`src/rtl/if_id_stall_reg.sv`:
```
// IF/ID pipeline register with stall/flush sequencing, saturating stall/flush
// statistics and a sticky consecutive-stall watchdog.
module if_id_stall_reg #(
  parameter int DATA_W   = 32,
  parameter int CNT_W    = 16,
  parameter int WD_LIMIT = 8
) (
  input  logic              ip_clk,
  input  logic              ip_reset,
  input  logic [DATA_W-1:0] ip_instruction_IF,
  input  logic [DATA_W-1:0] ip_pc_plus4_IF,
  input  logic              ip_valid_IF,
  input  logic              ip_stall,
  input  logic              ip_flush,
  output logic [DATA_W-1:0] op_instruction_ID,
  output logic [DATA_W-1:0] op_pc_plus4_ID,
  output logic              op_valid_ID,
  output logic              op_pc_write,
  output logic              op_bubble_EX,
  output logic [CNT_W-1:0]  op_stall_count,
  output logic [CNT_W-1:0]  op_flush_count,
  output logic              op_stall_timeout,
  output logic              op_fsm_state
);

  localparam int RL_W = $clog2(WD_LIMIT + 1);
  localparam logic [RL_W-1:0] RL_MAX = RL_W'(WD_LIMIT);

  typedef enum logic {
    RUN  = 1'b0,
    HOLD = 1'b1
  } state_t;

  state_t            state_q, state_d;
  logic [DATA_W-1:0] instr_q, instr_d;
  logic [DATA_W-1:0] pc4_q, pc4_d;
  logic              valid_q, valid_d;
  logic [CNT_W-1:0]  stall_cnt_q, stall_cnt_d;
  logic [CNT_W-1:0]  flush_cnt_q, flush_cnt_d;
  logic [RL_W-1:0]   run_len_q, run_len_d;
  logic              timeout_q, timeout_d;

  // Flush wins over stall: the branch in MEM is older than the load-use pair.
  assign op_pc_write  = ip_flush | ~ip_stall;
  assign op_bubble_EX = ip_flush | ip_stall;

  always_comb begin
    state_d     = state_q;
    instr_d     = instr_q;
    pc4_d       = pc4_q;
    valid_d     = valid_q;
    stall_cnt_d = stall_cnt_q;
    flush_cnt_d = flush_cnt_q;
    run_len_d   = run_len_q;
    timeout_d   = timeout_q;

    if (ip_flush) begin
      instr_d     = '0;
      pc4_d       = '0;
      valid_d     = 1'b0;
      flush_cnt_d = (flush_cnt_q == '1) ? flush_cnt_q : flush_cnt_q + 1'b1;
      run_len_d   = '0;
      state_d     = RUN;
    end else if (ip_stall) begin
      stall_cnt_d = (stall_cnt_q == '1) ? stall_cnt_q : stall_cnt_q + 1'b1;
      run_len_d   = (run_len_q == RL_MAX) ? run_len_q : run_len_q + 1'b1;
      state_d     = HOLD;
      // Trips on the edge the consecutive-stall run reaches the limit.
      if (run_len_d == RL_MAX) timeout_d = 1'b1;
    end else begin
      instr_d   = ip_instruction_IF;
      pc4_d     = ip_pc_plus4_IF;
      valid_d   = ip_valid_IF;
      run_len_d = '0;
      state_d   = RUN;
    end
  end

  always_ff @(posedge ip_clk) begin
    if (ip_reset) begin
      state_q     <= RUN;
      instr_q     <= '0;
      pc4_q       <= '0;
      valid_q     <= 1'b0;
      stall_cnt_q <= '0;
      flush_cnt_q <= '0;
      run_len_q   <= '0;
      timeout_q   <= 1'b0;
    end else begin
      state_q     <= state_d;
      instr_q     <= instr_d;
      pc4_q       <= pc4_d;
      valid_q     <= valid_d;
      stall_cnt_q <= stall_cnt_d;
      flush_cnt_q <= flush_cnt_d;
      run_len_q   <= run_len_d;
      timeout_q   <= timeout_d;
    end
  end

  assign op_instruction_ID = instr_q;
  assign op_pc_plus4_ID    = pc4_q;
  assign op_valid_ID       = valid_q;
  assign op_stall_count    = stall_cnt_q;
  assign op_flush_count    = flush_cnt_q;
  assign op_stall_timeout  = timeout_q;
  assign op_fsm_state      = state_q;

endmodule
```
`config.mk`:
```
export PLATFORM = sky130hd
export DESIGN_NAME = if_id_stall_reg
export DESIGN_NICKNAME = d
export VERILOG_FILES = /design/src/rtl/if_id_stall_reg.sv
export SDC_FILE = /design/constraint.sdc
export NUM_CORES = 1
export LEC_CHECK = 0
export BUFFER_PORTS_ARGS = -buffer_cell sky130_fd_sc_hd__buf_2
export CAP_MARGIN = 20
export CORE_UTILIZATION = 40
export DETAILED_ROUTE_END_ITERATION = 16
export PLACE_DENSITY = 0.68
export SLEW_MARGIN = 20
export SYNTH_ARGS = -nofsm -noshare
export SYNTH_HDL_FRONTEND = slang
export SYNTH_SLANG_ARGS = --single-unit
```
`constraint.sdc`:
```
create_clock -name ip_clk -period 3.15 [get_ports ip_clk]
set_input_delay 0.315 -clock ip_clk [delete_from_list [all_inputs] [get_ports ip_clk]]
set_output_delay 0.315 -clock ip_clk [all_outputs]
set_load 0.1 [all_outputs]
```
---- Word-level counts from Yosys, hierarchy flattened ----
Cells that the tools add are included.
storage, ports and cells
  output and inout bits ................... 101
  latch bits .............................. 0
  word-level logic and storage cells ...... 28
  memory bits (writable) .................. 0
  memories ................................ 0
  memory bits (read-only) ................. 0
  flip-flop bits (word level) ............. 103
  bits of input ports ..................... 69
cells by class
  add/sub/neg operators ................... 3
  equal/unequal tests ..................... 4
  shift-type cells ........................ 0
  multipliers ............................. 0
  muxes and demuxes ....................... 2
  magnitude comparators ................... 0
  divide/modulo/power cells ............... 0
  bitwise gates (word level) .............. 6
  reductions and logical operators ........ 5
operator list
  kind                                                             count
  16-bit by 1-bit adder with 16-bit output, second input constant  2
  16-bit equality test, second input constant                      2
  4-bit equality test, second input constant                       2
  3-bit AND reduction                                              2
  4-bit by 1-bit adder with 4-bit output, second input constant    1
  4-bit 2-to-1 mux                                                 1
  1-bit NOT                                                        4
  3-bit OR reduction                                               1
  1-bit OR                                                         2
  2-bit AND reduction                                              1
  2-bit OR reduction                                               1
  1-bit 2-to-1 mux                                                 1

---- Logic depth before layout (Yosys ltp) ----
  word-level depth ........................ 4
  gate-level depth with buffers ........... 6
  depth with buffers taken out ............ 6

---- Least setup slack after synthesis ----
OpenSTA, ideal clock, no wires.
  kind .................................... reg2reg
  start ................................... register stall_cnt_q[0], in the netlist op_stall_count[0]
  end ..................................... register stall_cnt_q[10], in the netlist op_stall_count[10]
  setup time .............................. 0.163 ns
  path slack .............................. 0.682 ns
  data required time ...................... 2.987 ns
  stages on the path, launching flop included .. 6
  data arrival time ....................... 2.305 ns
  path buffers ............................ 0
  clock period less this slack ............ 2.468 ns
  cells stage by stage .................... dfxtp_1 ha_1 nand3b_1 or3_1 o311ai_0 o41ai_1
on the way
  longest elaborated chain between the ends .. 3
  elaborated cells between the ends (all ways) .. 4
  those cells by class .................... 1 x add/sub; 1 x eq/ne; 1 x bitwise; 1 x reduce/logical
RTL lines
  element                                                                                           line  RTL
  start: declaration                                                                                38    logic [CNT_W-1:0] stall_cnt_q, stall_cnt_d;
  start signal: assignment                                                                          94    stall_cnt_q <= stall_cnt_d;
  parallel branches: the longest is 3 deep, another holds 16-bit by 1-bit adder with 16-bit output  --
Several ways; the timed one is not identified.
A chain may end at the register's enable or synchronous reset.

---- Final worst setup path ----
Same ends and word-level chain as after synthesis.

==> out/results.ini <==
[route]
first_pass_iters=5
drtIter0Drc=154
ant_nets=0
vias_per_cell=5.14
wl_per_cell_um=13.6
vias=3814
drc_errors=0
drt-total-wl_mm=10.1

[clock_network]
ctsLongestPathBuffers=2
clk_latency_ns=0.36
clockRootBuffer=clkbuf_8
numCtsBuffers=9
ctsHoldBuffers=0
clock_tree.htree_level_count=3
cts_tree=done
clkSinkCount=103
post_cts_resized=0
clk_pin_slew_worst_paths_ns=0.10
cts_setup_buffers=0

[timing]
rsz0062_at_grt=false
drv_slew=0
setup_ws_ns=1.17
fmax_mhz=505
max_slew_margin_pct=29.4
skew_ns=0.0107
post-route-period-util_pct=62.9
setup_tns_ns=0
setup_viol=0
final-hold-violation-count=0
worst-slew-pin-transition_ns=1.06
layout_min_cycle_time_ns=1.98

[pwr]
peakVddDrop_mv=0.279
p_leak_nw=2.54
pwr_density_cell_mw_per_mm2=481
power_mw=2.57

[finish]
nets=674
final_layout_size_suffix_gt1_share_pct=32.7
diodes=0
syn_to_final_growth_pct=26.8
finish.utilization_pct=52.0

[placed_design]
preCtsSetupSlack_ns=1.21
io_buffer_count=169
place.gp.congestion=0.817
place_hpwl_mm=7.20

[logic_synthesis]
yosysWarnings=0
ys.flop_type=dfxtp_1
ys_async_sr_fraction_pct=0
postSynthCellCount=440
yosys.area.top_type=dfxtp_1
synth_cell_type_count=44
synth_nets=513
synth_edf_count=0
netlist.area_leader.share_pct=48.9
ys_seq_area_share_pct=48.9
synthTopCellsByCount=103 x dfxtp_1, 85 x nor2_1, 67 x mux2i_1
synth_seq_cells=103
synthTopCellsByArea=dfxtp_1 49%, mux2i_1 16%, nor2_1 7.6%
synth_area_per_cell_um2=9.57
syn_area_mm2=0.00421
yosys.cell_count.top_type=dfxtp_1

[global_route]
gr-max-usage-layer=met2
overflow=0
met3_usage_pct=6.43
antenna_found_initial=0
track_usage_pct=18.3
grt_pass1_wl_mm=16.5
met1_usage_pct=21.9
first_global_vias=3583
met2_usage_pct=30.3
grt_max_degree=66

[worst_setup_path]
critical_path_buf_inv_count=0
path_depth=5
cp_data_required_time_ns=3.37
setup.worst_path.start=op_stall_count[0]
reg2regPathDepth=5
crit_arrival_ns=2.20
worstPathMaxFanout=7
r2r_end=op_stall_count[10]
crit_slowest_cell=or3_1
worstPathCellList=ha_1 -> nand3b_1 -> or3_1 -> o311ai_0 -> o41ai_1
start_kind=register
path_class=register to register
max_stage_delay_ns=0.46
critPathCapture=op_stall_count[10]
rr_startpoint=op_stall_count[0]
end_kind=register
crit_family=simple AND/OR/NAND/NOR gates
ff2ff_setup_slack_ns=1.17

[die]
die_y_um=105
boundaryPins=170
dieArea_mm2=0.0109
rows=37
initial_core_util_pct=41.0
die_w_um=105
coreArea_mm2=0.0103

[run]
maxCapViolCount=0

[run_status]
outcome=complete, no violations

[worst_hold_path]
hp-class=primary input to register

==> worst min path at each step <==
stage               slack (ns)  cells after the start                    end                   from
floorplan                 0.46                      2   op_instruction_ID[0]   ip_instruction_IF[0]
global placement          0.45                      1       op_stall_timeout       op_stall_timeout
detailed placement        0.45                      1       op_stall_timeout       op_stall_timeout
CTS                       0.16                      3  op_instruction_ID[25]  ip_instruction_IF[25]
global route              0.16                      3  op_instruction_ID[25]  ip_instruction_IF[25]
finish                    0.18                      3     op_pc_plus4_ID[11]     ip_pc_plus4_IF[11]
==> area by class of cell <==
type	count	area, µm²
clock buffer	10	128
clock inverter	6	53.8
fill	1005	4940
inverter	9	33.8
multi-input combinational	307	2030
sequential	103	2060
tap	136	170
timing repair buffer	171	863
==> power by group <==
part | internal (mW) | switching, mW
Combinational | 0.107 | 0.338
Clock | 0.300 | 0.472
Sequential | 1.33 | 0.0188
Total | 1.74 | 0.829
==> layer usage <==
metal | share of wire, % | vias up
li1 | - | 1882
met1 | 42 | 1778
met2 | 47 | 142
met3 | 9.6 | 12
met4 | 1.5 | 0
met5 | 0 | -
==> per-stage QoR <==
| stage | cells | cell area (µm²) | hold WS [ns] |
|---|---|---|---|
| 6_report | 742 | 5340 | 0.183 |
| 5_1_grt | 742 | 5340 | 0.158 |
| 4_1_cts | 742 | 5340 | 0.159 |
| 3_5_place_dp | 726 | 5160 | 0.455 |
| 2_1_floorplan | 440 | 4210 | 0.459 |
| 3_3_place_gp | 726 | 5160 | 0.452 |
==> worst reg2reg max path, cell delays in order (launching register included) <==
cell and delay, ns:
dfxtp_1 0.42, ha_1 0.22, nand3b_1 0.21, or3_1 0.46, o311ai_0 0.39, o41ai_1 0.14
==> kinds of logic after synthesis <==
family	Yosys count	share of synthesized area, %
mux	72	17.3
compound gates	55	8.46
fa+ha+maj	4	1.19
simple gates	174	20.9
flops	103	48.9
buf+inv	30	2.85
xor+xnor	2	0.416
==> state kept, by name, indices dropped and copies added, names as in the netlist <==
| name | cells |
|---|---|
| op_flush_count | 16 |
| op_fsm_state | 1 |
| op_instruction_ID | 32 |
| op_pc_plus4_ID | 32 |
| op_stall_count | 16 |
| op_stall_timeout | 1 |
| op_valid_ID | 1 |
| run_len_q | 4 |
==> layout by cell type (no fill, tap or decap), types with 4 or more instances in the layout <==
master / count
a21oi_1: 19
o21ai_0: 8
buf_2: 168
and4_1: 6
mux2_2: 5
or4_1: 5
nand4_1: 8
o31ai_1: 6
or3_1: 8
nor2b_1: 5
clkbuf_8: 9
nor2_1: 85
nor3_1: 7
nand3_1: 10
nand2_1: 20
inv_1: 9
a211oi_1: 4
ha_1: 4
mux2i_1: 67
dfxtp_1: 103
(Power assumes the default switching activity.)
